$ cat config.mk
export PLATFORM = sky130hd
export DESIGN_NAME = mem_port_arbiter
export DESIGN_NICKNAME = d
export VERILOG_FILES = /design/src/rtl/mem_arb_pkg.sv /design/src/rtl/mem_arb_pick.sv /design/src/rtl/mem_port_arbiter.sv
export SDC_FILE = /design/constraint.sdc
export NUM_CORES = 1
export LEC_CHECK = 0
export ABC_AREA = 1
export CAP_MARGIN = 20
export CELL_PAD_IN_SITES_DETAIL_PLACEMENT = 1
export CELL_PAD_IN_SITES_GLOBAL_PLACEMENT = 2
export CORE_ASPECT_RATIO = 1.75
export CORE_MARGIN = 2
export CORE_UTILIZATION = 22
export DETAILED_ROUTE_END_ITERATION = 8
export PLACE_DENSITY = 0.95
export SLEW_MARGIN = 0
export SYNTH_ARGS = -nofsm -noshare
export SYNTH_HDL_FRONTEND = slang
export SYNTH_SLANG_ARGS = --single-unit
$ cat constraint.sdc
create_clock -name clk -period 2.6 [get_ports clk]
set_input_delay 0.26 -clock clk [delete_from_list [all_inputs] [get_ports clk]]
set_output_delay 0.26 -clock clk [all_outputs]
set_load 0.01 [all_outputs]
$ cat src/rtl/mem_arb_pkg.sv
// Shared types and defaults for the two-port (fetch/data) memory arbiter.
package mem_arb_pkg;

    typedef enum logic [1:0] {
        IDLE   = 2'd0,
        ACCESS = 2'd1,
        RESP   = 2'd2
    } state_e;

    typedef enum logic {
        OWN_IF = 1'b0,
        OWN_D  = 1'b1
    } owner_e;

    localparam int MEM_LAT_DEF    = 2;
    localparam int STARVE_MAX_DEF = 2;

    // Width of a counter that must hold 0..smax (never narrower than one bit).
    function automatic int starve_width(input int smax);
        return (smax < 1) ? 1 : $clog2(smax + 1);
    endfunction

endpackage

$ cat src/rtl/mem_arb_pick.sv
// Winner selection: data side has priority unless fetch has waited STARVE_MAX grants.
module mem_arb_pick
    import mem_arb_pkg::*;
#(
    parameter int STARVE_MAX = STARVE_MAX_DEF,
    parameter int STARVE_W   = 2
) (
    input  logic                if_req_s,
    input  logic                d_req_s,
    input  logic [STARVE_W-1:0] starve_cnt_s,
    output owner_e              winner_s,
    output logic                grant_valid_s
);

    localparam logic [STARVE_W-1:0] STARVE_LIM = STARVE_W'(STARVE_MAX);

    // Combinational priority decision with starvation override for fetch.
    always_comb begin
        winner_s      = OWN_IF;
        grant_valid_s = if_req_s | d_req_s;
        if (d_req_s && !(if_req_s && (starve_cnt_s == STARVE_LIM))) begin
            winner_s = OWN_D;
        end else begin
            winner_s = OWN_IF;
        end
    end

endmodule

$ cat src/rtl/mem_port_arbiter.sv
// Arbitrates instruction fetch and data requests onto one single-port memory,
// one access at a time, with fixed latency from grant to acknowledge.
module mem_port_arbiter
    import mem_arb_pkg::*;
#(
    parameter int MEM_LAT    = MEM_LAT_DEF,
    parameter int STARVE_MAX = STARVE_MAX_DEF
) (
    input  logic        clk,
    input  logic        reset,
    input  logic        if_req,
    input  logic [63:0] if_addr,
    input  logic        d_req,
    input  logic        d_we,
    input  logic [63:0] d_addr,
    input  logic [63:0] d_wdata,
    input  logic [63:0] mem_rdata,
    output logic        mem_en,
    output logic        mem_wr,
    output logic [63:0] mem_addr,
    output logic [63:0] mem_wdata,
    output logic        if_ack,
    output logic        d_ack,
    output logic [63:0] rdata,
    output logic        busy
);

    localparam int                  STARVE_W   = starve_width(STARVE_MAX);
    localparam logic [STARVE_W-1:0] STARVE_LIM = STARVE_W'(STARVE_MAX);
    localparam logic [2:0]          LAT_LAST   = 3'(MEM_LAT - 1);

    state_e              state_r;
    owner_e              owner_r;
    logic                we_r;
    logic [2:0]          lat_cnt_r;
    logic [STARVE_W-1:0] starve_cnt_r;
    owner_e              winner_s;
    logic                grant_valid_s;

    mem_arb_pick #(
        .STARVE_MAX (STARVE_MAX),
        .STARVE_W   (STARVE_W)
    ) u_pick (
        .if_req_s      (if_req),
        .d_req_s       (d_req),
        .starve_cnt_s  (starve_cnt_r),
        .winner_s      (winner_s),
        .grant_valid_s (grant_valid_s)
    );

    // Arbiter FSM; every output is a register so the memory sees clean strobes.
    always_ff @(posedge clk) begin
        if (reset) begin
            state_r      <= IDLE;
            owner_r      <= OWN_IF;
            we_r         <= 1'b0;
            lat_cnt_r    <= 3'd0;
            starve_cnt_r <= '0;
            mem_en       <= 1'b0;
            mem_wr       <= 1'b0;
            mem_addr     <= 64'd0;
            mem_wdata    <= 64'd0;
            if_ack       <= 1'b0;
            d_ack        <= 1'b0;
            rdata        <= 64'd0;
            busy         <= 1'b0;
        end else begin
            mem_en <= 1'b0;
            mem_wr <= 1'b0;
            if_ack <= 1'b0;
            d_ack  <= 1'b0;
            case (state_r)
                IDLE: begin
                    if (grant_valid_s) begin
                        state_r   <= ACCESS;
                        busy      <= 1'b1;
                        owner_r   <= winner_s;
                        lat_cnt_r <= 3'd0;
                        mem_en    <= 1'b1;
                        if (winner_s == OWN_D) begin
                            mem_addr  <= d_addr;
                            mem_wdata <= d_wdata;
                            mem_wr    <= d_we;
                            we_r      <= d_we;
                        end else begin
                            mem_addr  <= if_addr;
                            mem_wdata <= 64'd0;
                            mem_wr    <= 1'b0;
                            we_r      <= 1'b0;
                        end
                        // Starvation only accrues while fetch is actually waiting.
                        if ((winner_s == OWN_IF) || !if_req) begin
                            starve_cnt_r <= '0;
                        end else if (starve_cnt_r != STARVE_LIM) begin
                            starve_cnt_r <= starve_cnt_r + STARVE_W'(1);
                        end else begin
                            starve_cnt_r <= starve_cnt_r;
                        end
                    end else begin
                        busy <= 1'b0;
                    end
                end
                ACCESS: begin
                    if (lat_cnt_r == LAT_LAST) begin
                        state_r <= RESP;
                        if (!we_r) begin
                            rdata <= mem_rdata;
                        end else begin
                            rdata <= rdata;
                        end
                        if_ack <= (owner_r == OWN_IF);
                        d_ack  <= (owner_r == OWN_D);
                    end else begin
                        lat_cnt_r <= lat_cnt_r + 3'd1;
                    end
                end
                RESP: begin
                    state_r <= IDLE;
                    busy    <= 1'b0;
                end
                default: begin
                    state_r <= IDLE;
                    busy    <= 1'b0;
                end
            endcase
        end
    end

endmodule

# == Word-level counts from Yosys, hierarchy flattened ==
# Index checks and enable logic that the tools add are counted.
# word_totals
romBits,0
latch_bits,0
elab_cells,60
ramBits,0
n_memories,0
output_inout_bits,197
ff_bits,206
# classes
bitwise,8
addsub,2
n_eq_ne,7
n_div,0
muxes,14
shifts,0
magnitude_cmp,0
mul,0
n_reduce_logical,16
# op_table
cell,count
64-bit two-way mux,2
3-bit AND reduction,3
2-bit two-way mux,4
"2-bit != test, second input constant",4
1-bit inverter,7
3-bit two-way mux,2
3-bit case mux with 2 select lines,1
3-bit OR reduction,2
2-bit case mux with 2 select lines,1
2-bit AND reduction,2
2-bit nonzero test,2
"3-bit by 1-bit adder with 3-bit output, second input constant",1
"3-bit by 1-bit equality test with 1-bit output, second input constant",1
1-bit two-way mux,3
"2-bit by 1-bit adder with 2-bit output, second input constant",1
"2-bit by 1-bit equality test with 1-bit output, second input constant",1
"2-bit equality test, second input constant",1
1-bit logical AND,2
1-bit zero test,2
2-bit zero test,1
1-bit case mux with 2 select lines,1
2-bit OR reduction,1
1-bit logical OR,1
1-bit OR,1

# == Depth between registers and ports, before layout ==
# Gate-level depths: netlist (run 1).
# logic_depth
word_depth,9
depth_mapped,9

# == By module ==
# A second synthesis (run 1) with hierarchy kept.
# unflattened
cells_unflattened,1199
area_unflattened_um2,8623.3
# by_module_without_submodules
mod,cells_each,area_each_um2,instances
mem_port_arbiter,1194,8600.7,1
mem_arb_pick,5,22.5,1

# == Least setup slack after synthesis (run 1) ==
# No wires, ideal clock.
# synth_timing
path_type,reg2reg
start,register starve_cnt_r[0]
end,register mem_addr[0]
setup_time_ps,117
synth_period_minus_slack_ps,1377
arrival_ps,1260
n_path_buf,2
setup_slack_ps,1223
stages_incl_launch_ff,9
path_cell_list,dfxtp_1 > inv_1 > ha_1 > a21oi_2 > buf_2 > buf_2 > nor2_1 > nor2_1 > nor2_1
# synth_between
elab_chain_len,6
# synth_lines
item,line_no,source
start: declaration,mem_port_arbiter.sv:36,logic [STARVE_W-1:0] starve_cnt_r;
start signal: assignment,mem_port_arbiter.sv:95,starve_cnt_r <= starve_cnt_r + STARVE_W'(1);
start signal: assignment,mem_port_arbiter.sv:97,starve_cnt_r <= starve_cnt_r;
2-bit equality test,mem_arb_pick.sv:21,if (d_req_s && !(if_req_s && (starve_cnt_s == STARVE_LIM))) begin
1-bit logical AND,mem_arb_pick.sv:21,
1-bit zero test,mem_arb_pick.sv:21,
1-bit logical AND,mem_arb_pick.sv:21,
1-bit two-way mux,mem_arb_pick.sv:21,
64-bit two-way mux,mem_port_arbiter.sv:80,if (winner_s == OWN_D) begin
end signal: assignment,mem_port_arbiter.sv:81,mem_addr <= d_addr;
end signal: assignment,mem_port_arbiter.sv:86,mem_addr <= if_addr;
end: declaration,mem_port_arbiter.sv:20,"output logic [63:0] mem_addr,"
# Every way passes these cells.
# A chain may end at the register's enable or synchronous reset.

# == Final worst setup path (run 1) ==
# layout_timing
start,register state_r[1]
end,register mem_addr[49]
# layout_between
elab_chain_len,2
# layout_lines
item,line_no,source
start: declaration,mem_port_arbiter.sv:32,state_e state_r;
start signal: assignment,mem_port_arbiter.sv:54,state_r <= IDLE;
start signal: assignment,mem_port_arbiter.sv:75,state_r <= ACCESS;
start signal: assignment,mem_port_arbiter.sv:105,state_r <= RESP;
2-bit zero test,mem_port_arbiter.sv:72,case (state_r)
2-bit AND reduction (no line),-,
# Every way passes these cells.

==> results by group, run 1 <==
Synth
  – Simple logic cell fraction of the synthesized area: 33.65%
  – Post-Synth Adder-Cell Area: 0.4274%
  – Mux cell area share after synthesis: 0%
  – Ys Warns: 0
  – Post-Syn Instances: 1254
  – Synth Register Bits: 206
  – Avg Cell Area, Syn: 7.003 µm²
  – Share of the synthesized area in the top cell type: 46.96%
  – Synth Area in XOR/XNOR: 0%
  – Synth area leaders: dfxtp_1, nor2_1, nand2_1, o21ai_0, inv_1
  – Netlist cell types: 21
  – Mapped Area: 8782 µm²
  – Sequential-to-total area share from yosys stat: 46.96%
  – Synth Area in Compound Gates: 7.793%
  – Syn nets: 1518
  – Area leader, netlist: dfxtp_1
  – Main combinational cell family by area after synthesis: simple AND/OR/NAND/NOR gates

CTS
  – Post-CTS setup buffer count: 0
  – Root Buffer: clkbuf_16
  – Clock buffer count from CTS: 23
  – Worst skew pair latency: 0.53 ns
  – PostCTS Resize Cnt: 0
  – Clk sink count: 206
  – Htree depth: 1
  – Hold-fix buffers, CTS: 0
  – Clock buffer depth: 3
  – Clock transition at path regs: 0.06 ns
  – CTS tree: built

Floorplanning
  – Die Width: 155.0 µm
  – Core Rows: 96
  – Core area: 39280 µm²
  – Ports: 458
  – Initial Util: 22.36%
  – Die H: 268.3 µm
  – Die area: 41600 µm²

Timing
  – Final Setup Violations: 0
  – Final Hold Fails: 0
  – Setup ws final: 0.6805 ns
  – Setup TNS: 0 ns
  – Slew Limit Headroom: 64.56%
  – Maximum clock frequency: 521.0 MHz
  – Worst-Margin Slew: 0.5297 ns
  – Fin. max-slew vios: 0
  – RSZ-0062 raised after global routing: false
  – Min cycle time layout: 1.920 ns
  – Fin crit share: 73.83%
  – Clock Skews: 0.01702 ns

Layout
  – NumNets Final: 1936
  – Layout cells sized above 1: 5.341%
  – Commonest non-fill, non-tap cell in the layout: clkdlybuf4s50_1
  – Commonest cells after routing, fill and taps aside: clkdlybuf4s50_1, nor2_1, dfxtp_1
  – Fillers: 4794
  – Synth-to-layout area growth: 66.73%
  – Design Area, Final: 14640 µm²

Global route
  – Initial antenna violation count: 1
  – First-pass GRT wire length: 54650 µm
  – GR Util All Layers: 16.70%
  – Vias in the first global route: 10031
  – GRT Residual Overflow: 0
  – Largest net degree at the start of global routing: 75

Route
  – DR vias: 9468
  – DR DRC count: 0
  – ANT nets after route: 0
  – Final WL: 36270 µm
  – First-pass DRT Iterations: 4
  – Wire per inst: 16.66 µm
  – Initial DRC count: 319
  – Number of vias per cell: 4.349

Min path
  – Hold Path Class: in2reg
  – HP Start: d_we

Critical path
  – Reg-to-reg setup timing slack: 0.68 ns
  – Largest fanout on the critical path: 28
  – Beginning of the critical path: state_r[1]
  – Crit end category: flop
  – CP Cell Sequence: nor2_1, nand2_4, clkinv_2, buf_4, nand2_1, nor2_1, nor2_1
  – Worst Path Arrival: 2.33 ns
  – R2r startpoint: state_r[1]
  – Crit-path max cell delay: 0.44 ns
  – Slowest CP cell: nor2_1
  – Crit path kind: reg2reg
  – CP startpoint kind: flop
  – Most common cell on crit path: nor2_1
  – Required @ worst endpoint: 3.01 ns

Run status
  – Status: completed

Placement
  – Post-DP Area: 13880 µm²
  – Dpl hpwl: 26730 µm
  – Gp weighted congestion: 0.7885
  – Number of port buffers: 457
  – Dpl ws: 0.5332 ns

Power
  – Leakage: 6.231 nW
  – PwrDens: 619.6 nW/µm²
  – Peak VDD IR: 0.0002660 V

Flow run
  – Max cap viols: 0
final timing paths:
check                  to  depth (start not counted)
max          mem_addr[49]                          7
min                mem_wr                          3
max reg2reg  mem_addr[49]                          7
min reg2reg        if_ack                          1
per-layer routing:
metal	vias up	GRT usage, %	wire length (µm)	share of wire [%]
met5	-	0	0	0
met3	56	5.967	3389	9.3
li1	4667	-	-	-
met1	4377	16.34	13030	36
met2	368	31.92	18620	51
met4	0	6.081	1232	3.4
worst max-delay path, delay by kind of cell (launching register included):
kind / cells / cell delay (ns)
simple gates: 5 / 0.82
flops: 1 / 0.35
buf+inv: 2 / 0.62
final cells by class:
cell class / instances / area, µm² / area share [%]
Antenna cell: 2 / 5.005 / 0.03418
Clock buffer: 31 / 665.6 / 4.546
Clock inverter: 7 / 88.84 / 0.6067
Inverter: 148 / 561.8 / 3.837
Multi-Input combinational cell: 817 / 3705 / 25.30
Sequential cell: 206 / 4124 / 28.16
Tap cell: 490 / 613.1 / 4.187
Timing Repair Buffer: 476 / 4880 / 33.32
state kept, by name (all words and copies together), names as in the netlist, 2 cells and up:
name,count
lat_cnt_r,3
rdata,64
mem_wdata,64
mem_addr,64
starve_cnt_r,2
state_r,2
through the flow:
| stage | hold WS [ns] | power (mW) | cells | utilization [%] |
|---|---|---|---|---|
| 2_1_floorplan | 0.3291 | 4.538 | 1254 | - |
| 3_3_place_gp | 0.4347 | 5.754 | 2137 | 35.35 |
| 3_5_place_dp | 0.4433 | 5.816 | 2137 | 35.35 |
| 4_1_cts | 0.2554 | 9.273 | 2175 | 37.27 |
| 5_1_grt | 0.2869 | 9.558 | 2176 | 37.27 |
| 6_report | 0.2900 | 9.072 | 2177 | 37.28 |
power breakdown:
group | switching (mW) | leakage (nW) | total [mW] | internal [mW]
clock network | 1.38 | 0.377 | 3.36 | 1.98
registers | 0.166 | 1.69 | 3.60 | 3.43
logic | 1.03 | 4.16 | 2.12 | 1.09
cells in the mapped netlist, drive strengths merged:
cell      n
inv     148
nor3      1
dfxtp   206
clkbuf   18
a21oi     4
ha        3
nand2   207
nor2    336
buf      65
o21ai   132
nand3b   64
nand3    70
cell families after synthesis:
group           count (synthesis)
simple gates                  678
buf+inv                       231
compound gates                136
flops                         206
fa+ha+maj                       3
No activity file was read; power rests on OpenSTA's default activity.
==> run 2: changes to the inputs <==
--- a/config.mk
+++ b/config.mk
@@ -11,9 +11,9 @@
 export CELL_PAD_IN_SITES_GLOBAL_PLACEMENT = 2
 export CORE_ASPECT_RATIO = 1.75
 export CORE_MARGIN = 2
-export CORE_UTILIZATION = 22
+export CORE_UTILIZATION = 18
 export DETAILED_ROUTE_END_ITERATION = 8
-export PLACE_DENSITY = 0.95
+export PLACE_DENSITY = 0.87
 export SLEW_MARGIN = 0
 export SYNTH_ARGS = -nofsm -noshare
 export SYNTH_HDL_FRONTEND = slang
==> constraint.sdc (replaced) <==
create_clock -name clk -period 1.55 [get_ports clk]
set_input_delay 0.155 -clock clk [delete_from_list [all_inputs] [get_ports clk]]
set_output_delay 0.155 -clock clk [all_outputs]
set_load 0.01 [all_outputs]
==> run 2 against run 1 <==
Clock-buffer cell count up 2. Largest power group is now clock. Combinational power rose by 79%. Global-route usage is 2.3 points lower. Design area increased by 7.2%. The run now ends with setup timing left. Utilization shrank 4.9 points. Fmax grew 22%. Non-clock buffer count up 56. Worst hold slack got worse by 0.11 ns. Highest routed layer unchanged.
==> results by group, run 2 (synthesis gave the netlist of run 1 again) <==
Run status
  – Status: complete, but fails checks
  – Violated checks: setup timing

Placement
  – Gp weighted congestion: 0.7637 (-3.1%)
  – Number of port buffers: 457 (unchanged)
  – Dpl hpwl: 28200 µm (+5.5%)
  – Dpl ws: -0.3532 ns (-0.8864 ns)
  – Post-DP Area: 14400 µm² (+3.7%)

Global route
  – GR Util All Layers: 14.37% (-2.3 points)
  – Largest net degree at the start of global routing: 58 (-23%)
  – First-pass GRT wire length: 57060 µm (+4.4%)
  – Initial antenna violation count: 1 (unchanged)
  – Vias in the first global route: 10456 (+4.2%)
  – GRT Residual Overflow: 0 (unchanged)

Critical path
  – Most common cell on crit path: nor2_1
  – Crit end category: flop
  – CP startpoint kind: flop
  – Crit-path max cell delay: 0.34 ns (-0.10 ns)
  – WP buf/inv: 5 (+3)
  – Slowest CP cell: dfxtp_2
  – Required @ worst endpoint: 1.97 ns (-1.04 ns)
  – Largest fanout on the critical path: 7 (-75%)
  – Crit path kind: reg2reg
  – CP Cell Sequence: inv_2, ha_4, a21oi_4, buf_12, buf_16, buf_12, clkbuf_16, nor2_1, nor2_1, nor2_1
  – Delay-heaviest family, CP: buffers and inverters
  – Worst Path Arrival: 2.00 ns (-0.33 ns)

Min path
  – Hold Path Class: in2reg

Route
  – Initial DRC count: 301 (-5.6%)
  – Wire per inst: 16.33 µm (-2.0%)
  – Number of vias per cell: 4.106 (-5.6%)
  – Met3 wire length: 3364 µm (-0.74%)
  – First-pass DRT Iterations: 4 (unchanged)
  – ANT nets after route: 0 (unchanged)
  – DR vias: 9855 (+4.1%)
  – Max layer used: met4
  – M1 WL: 13450 µm (+3.2%)
  – DR DRC count: 0 (unchanged)
  – Final WL: 39200 µm (+8.1%)
  – Met2 wire len: 20910 µm (+12%)

Layout
  – Area taken by flip-flops and latches: 4130 µm² (+0.15%)
  – Fillers: 5911 (+23%)
  – Commonest non-fill, non-tap cell in the layout: nor2_1
  – Area of the multi-input gates: 3934 µm² (+6.2%)
  – Commonest cells after routing, fill and taps aside: nor2_1, clkdlybuf4s50_1, dfxtp_1
  – Synth-to-layout area growth: 78.67%
  – NumNets Final: 1993 (+2.9%)
  – Biggest regs: mem_addr: 64 flops, mem_wdata: 64 flops, rdata: 64 flops
  – Post-route core utilization: 32.38% (-4.9 points)
  – Layout cells sized above 1: 12.10% (+6.8 points)
  – Design Area, Final: 15690 µm² (+7.2%)

Power
  – Leakage: 7.503 nW (+20%)
  – PwrDens: 1025 nW/µm² (+65%)
  – Design Power: 16.08 mW (+77%)
  – Peak VDD IR: 0.0006981 V (+160%)

Timing
  – Setup TNS: -0.1813 ns (-0.1813 ns)
  – Final Hold Fails: 0 (unchanged)
  – Final Setup Violations: 16 (+16)
  – Fin crit share: 101.8% (+28 points)
  – Worst-Margin Slew: 0.4616 ns (-0.06806 ns)
  – RSZ-0062 raised after global routing: true
  – Min cycle time layout: 1.578 ns (-0.3412 ns)
  – Fin. max-slew vios: 0 (unchanged)
  – Clock Skews: 0.01194 ns (-0.005076 ns)
  – Setup ws final: -0.02829 ns (-0.7088 ns)
  – Slew Limit Headroom: 69.22% (+4.7 points)
  – Maximum clock frequency: 633.6 MHz (+22%)

CTS
  – Clk sink count: 206 (unchanged)
  – CTS tree: built
  – Root Buffer: clkbuf_16
  – Clock buffer count from CTS: 24 (+4.3%)
  – Htree depth: 1 (unchanged)
  – Clock buffer depth: 3 (unchanged)
  – Worst skew pair latency: 0.54 ns (about the same)
  – Clock transition at path regs: 0.06 ns (about the same)

Floorplanning
  – Die H: 296.2 µm (+10%)
  – Die Width: 171.0 µm (+10%)
  – Ports: 458 (unchanged)
  – Core Rows: 107 (+11%)
  – Core area: 48460 µm² (+23%)
  – Initial Util: 18.12% (-4.2 points)
  – Die area: 50640 µm² (+22%)

Flow run
  – Max cap viols: 0 (unchanged)
[run 2: changes by cell type in the layout (fill, tap and decap cells not counted), sizes merged]
| cell | before | now |
|---|---|---|
| clkdlybuf4s50 | 457 | 260 |
| dlygate4sd2 | 0 | 197 |
| buf | 19 | 71 |
| clkbuf | 31 | 37 |
| bufinv | 2 | 4 |
| clkinv | 5 | 3 |
| clkinvlp | 0 | 2 |
| inv | 148 | 147 |
[run 2: metal layers]
metal,global-route usage [%],vias up
met2,28.21,371
met4,5.209,0
li1,-,4795
met1,13.71,4628
met3,4.538,61
met5,0,-
[run 2: where the power goes]
group          total (mW)  internal [mW]  switching (mW)
Clock                6.29           3.87            2.42
Sequential           6.00           5.76           0.240
Combinational        3.79           1.88            1.92
Total                16.1           11.5            4.58
[run 2: path summary, 6_finish.rpt]
| path | from | to | slack (ns) | cells past startpoint |
|---|---|---|---|---|
| min | d_wdata[54] | mem_wdata[54] | 0.18 | 3 |
| min reg2reg | owner_r | if_ack | 0.44 | 1 |
| max | starve_cnt_r[0] | mem_addr[24] | -0.03 | 10 |
| max reg2reg | starve_cnt_r[0] | mem_addr[24] | -0.03 | 10 |
[run 2: stage by stage]
stage / cells / hold WS, ns
detailed placement: 2334 / 0.4353
global route: 2399 / 0.1610
CTS: 2387 / 0.1411
finish: 2400 / 0.1754
global placement: 2334 / 0.4330
floorplan: 1254 / 0.2241
[run 2: area by class of cell]
class | instances | share of cell area (%)
clock buffers | 33 | 4.561
diodes | 2 | 0.03190
inverters | 148 | 3.580
well taps | 654 | 5.215
flip-flops and latches | 206 | 26.32
clock inverters | 8 | 0.9250
multi-input cells | 817 | 25.07
repair buffers | 532 | 34.30
[run 2: worst register-to-register path, cell delays in order, from the launching register on]
cell	delay, ns
dfxtp_2	0.34
inv_2	0.05
ha_4	0.16
a21oi_4	0.14
buf_12	0.13
buf_16	0.14
buf_12	0.15
clkbuf_16	0.16
nor2_1	0.04
nor2_1	0.10
nor2_1	0.04
[run 2: repair_timing]
item,4_1_cts,5_1_grt
setup endpoints to repair,306,176
pin swaps,5,38
buffers inserted,7,6
cloned,5,5
hold buffers,0,0
gates resized for setup,217,98
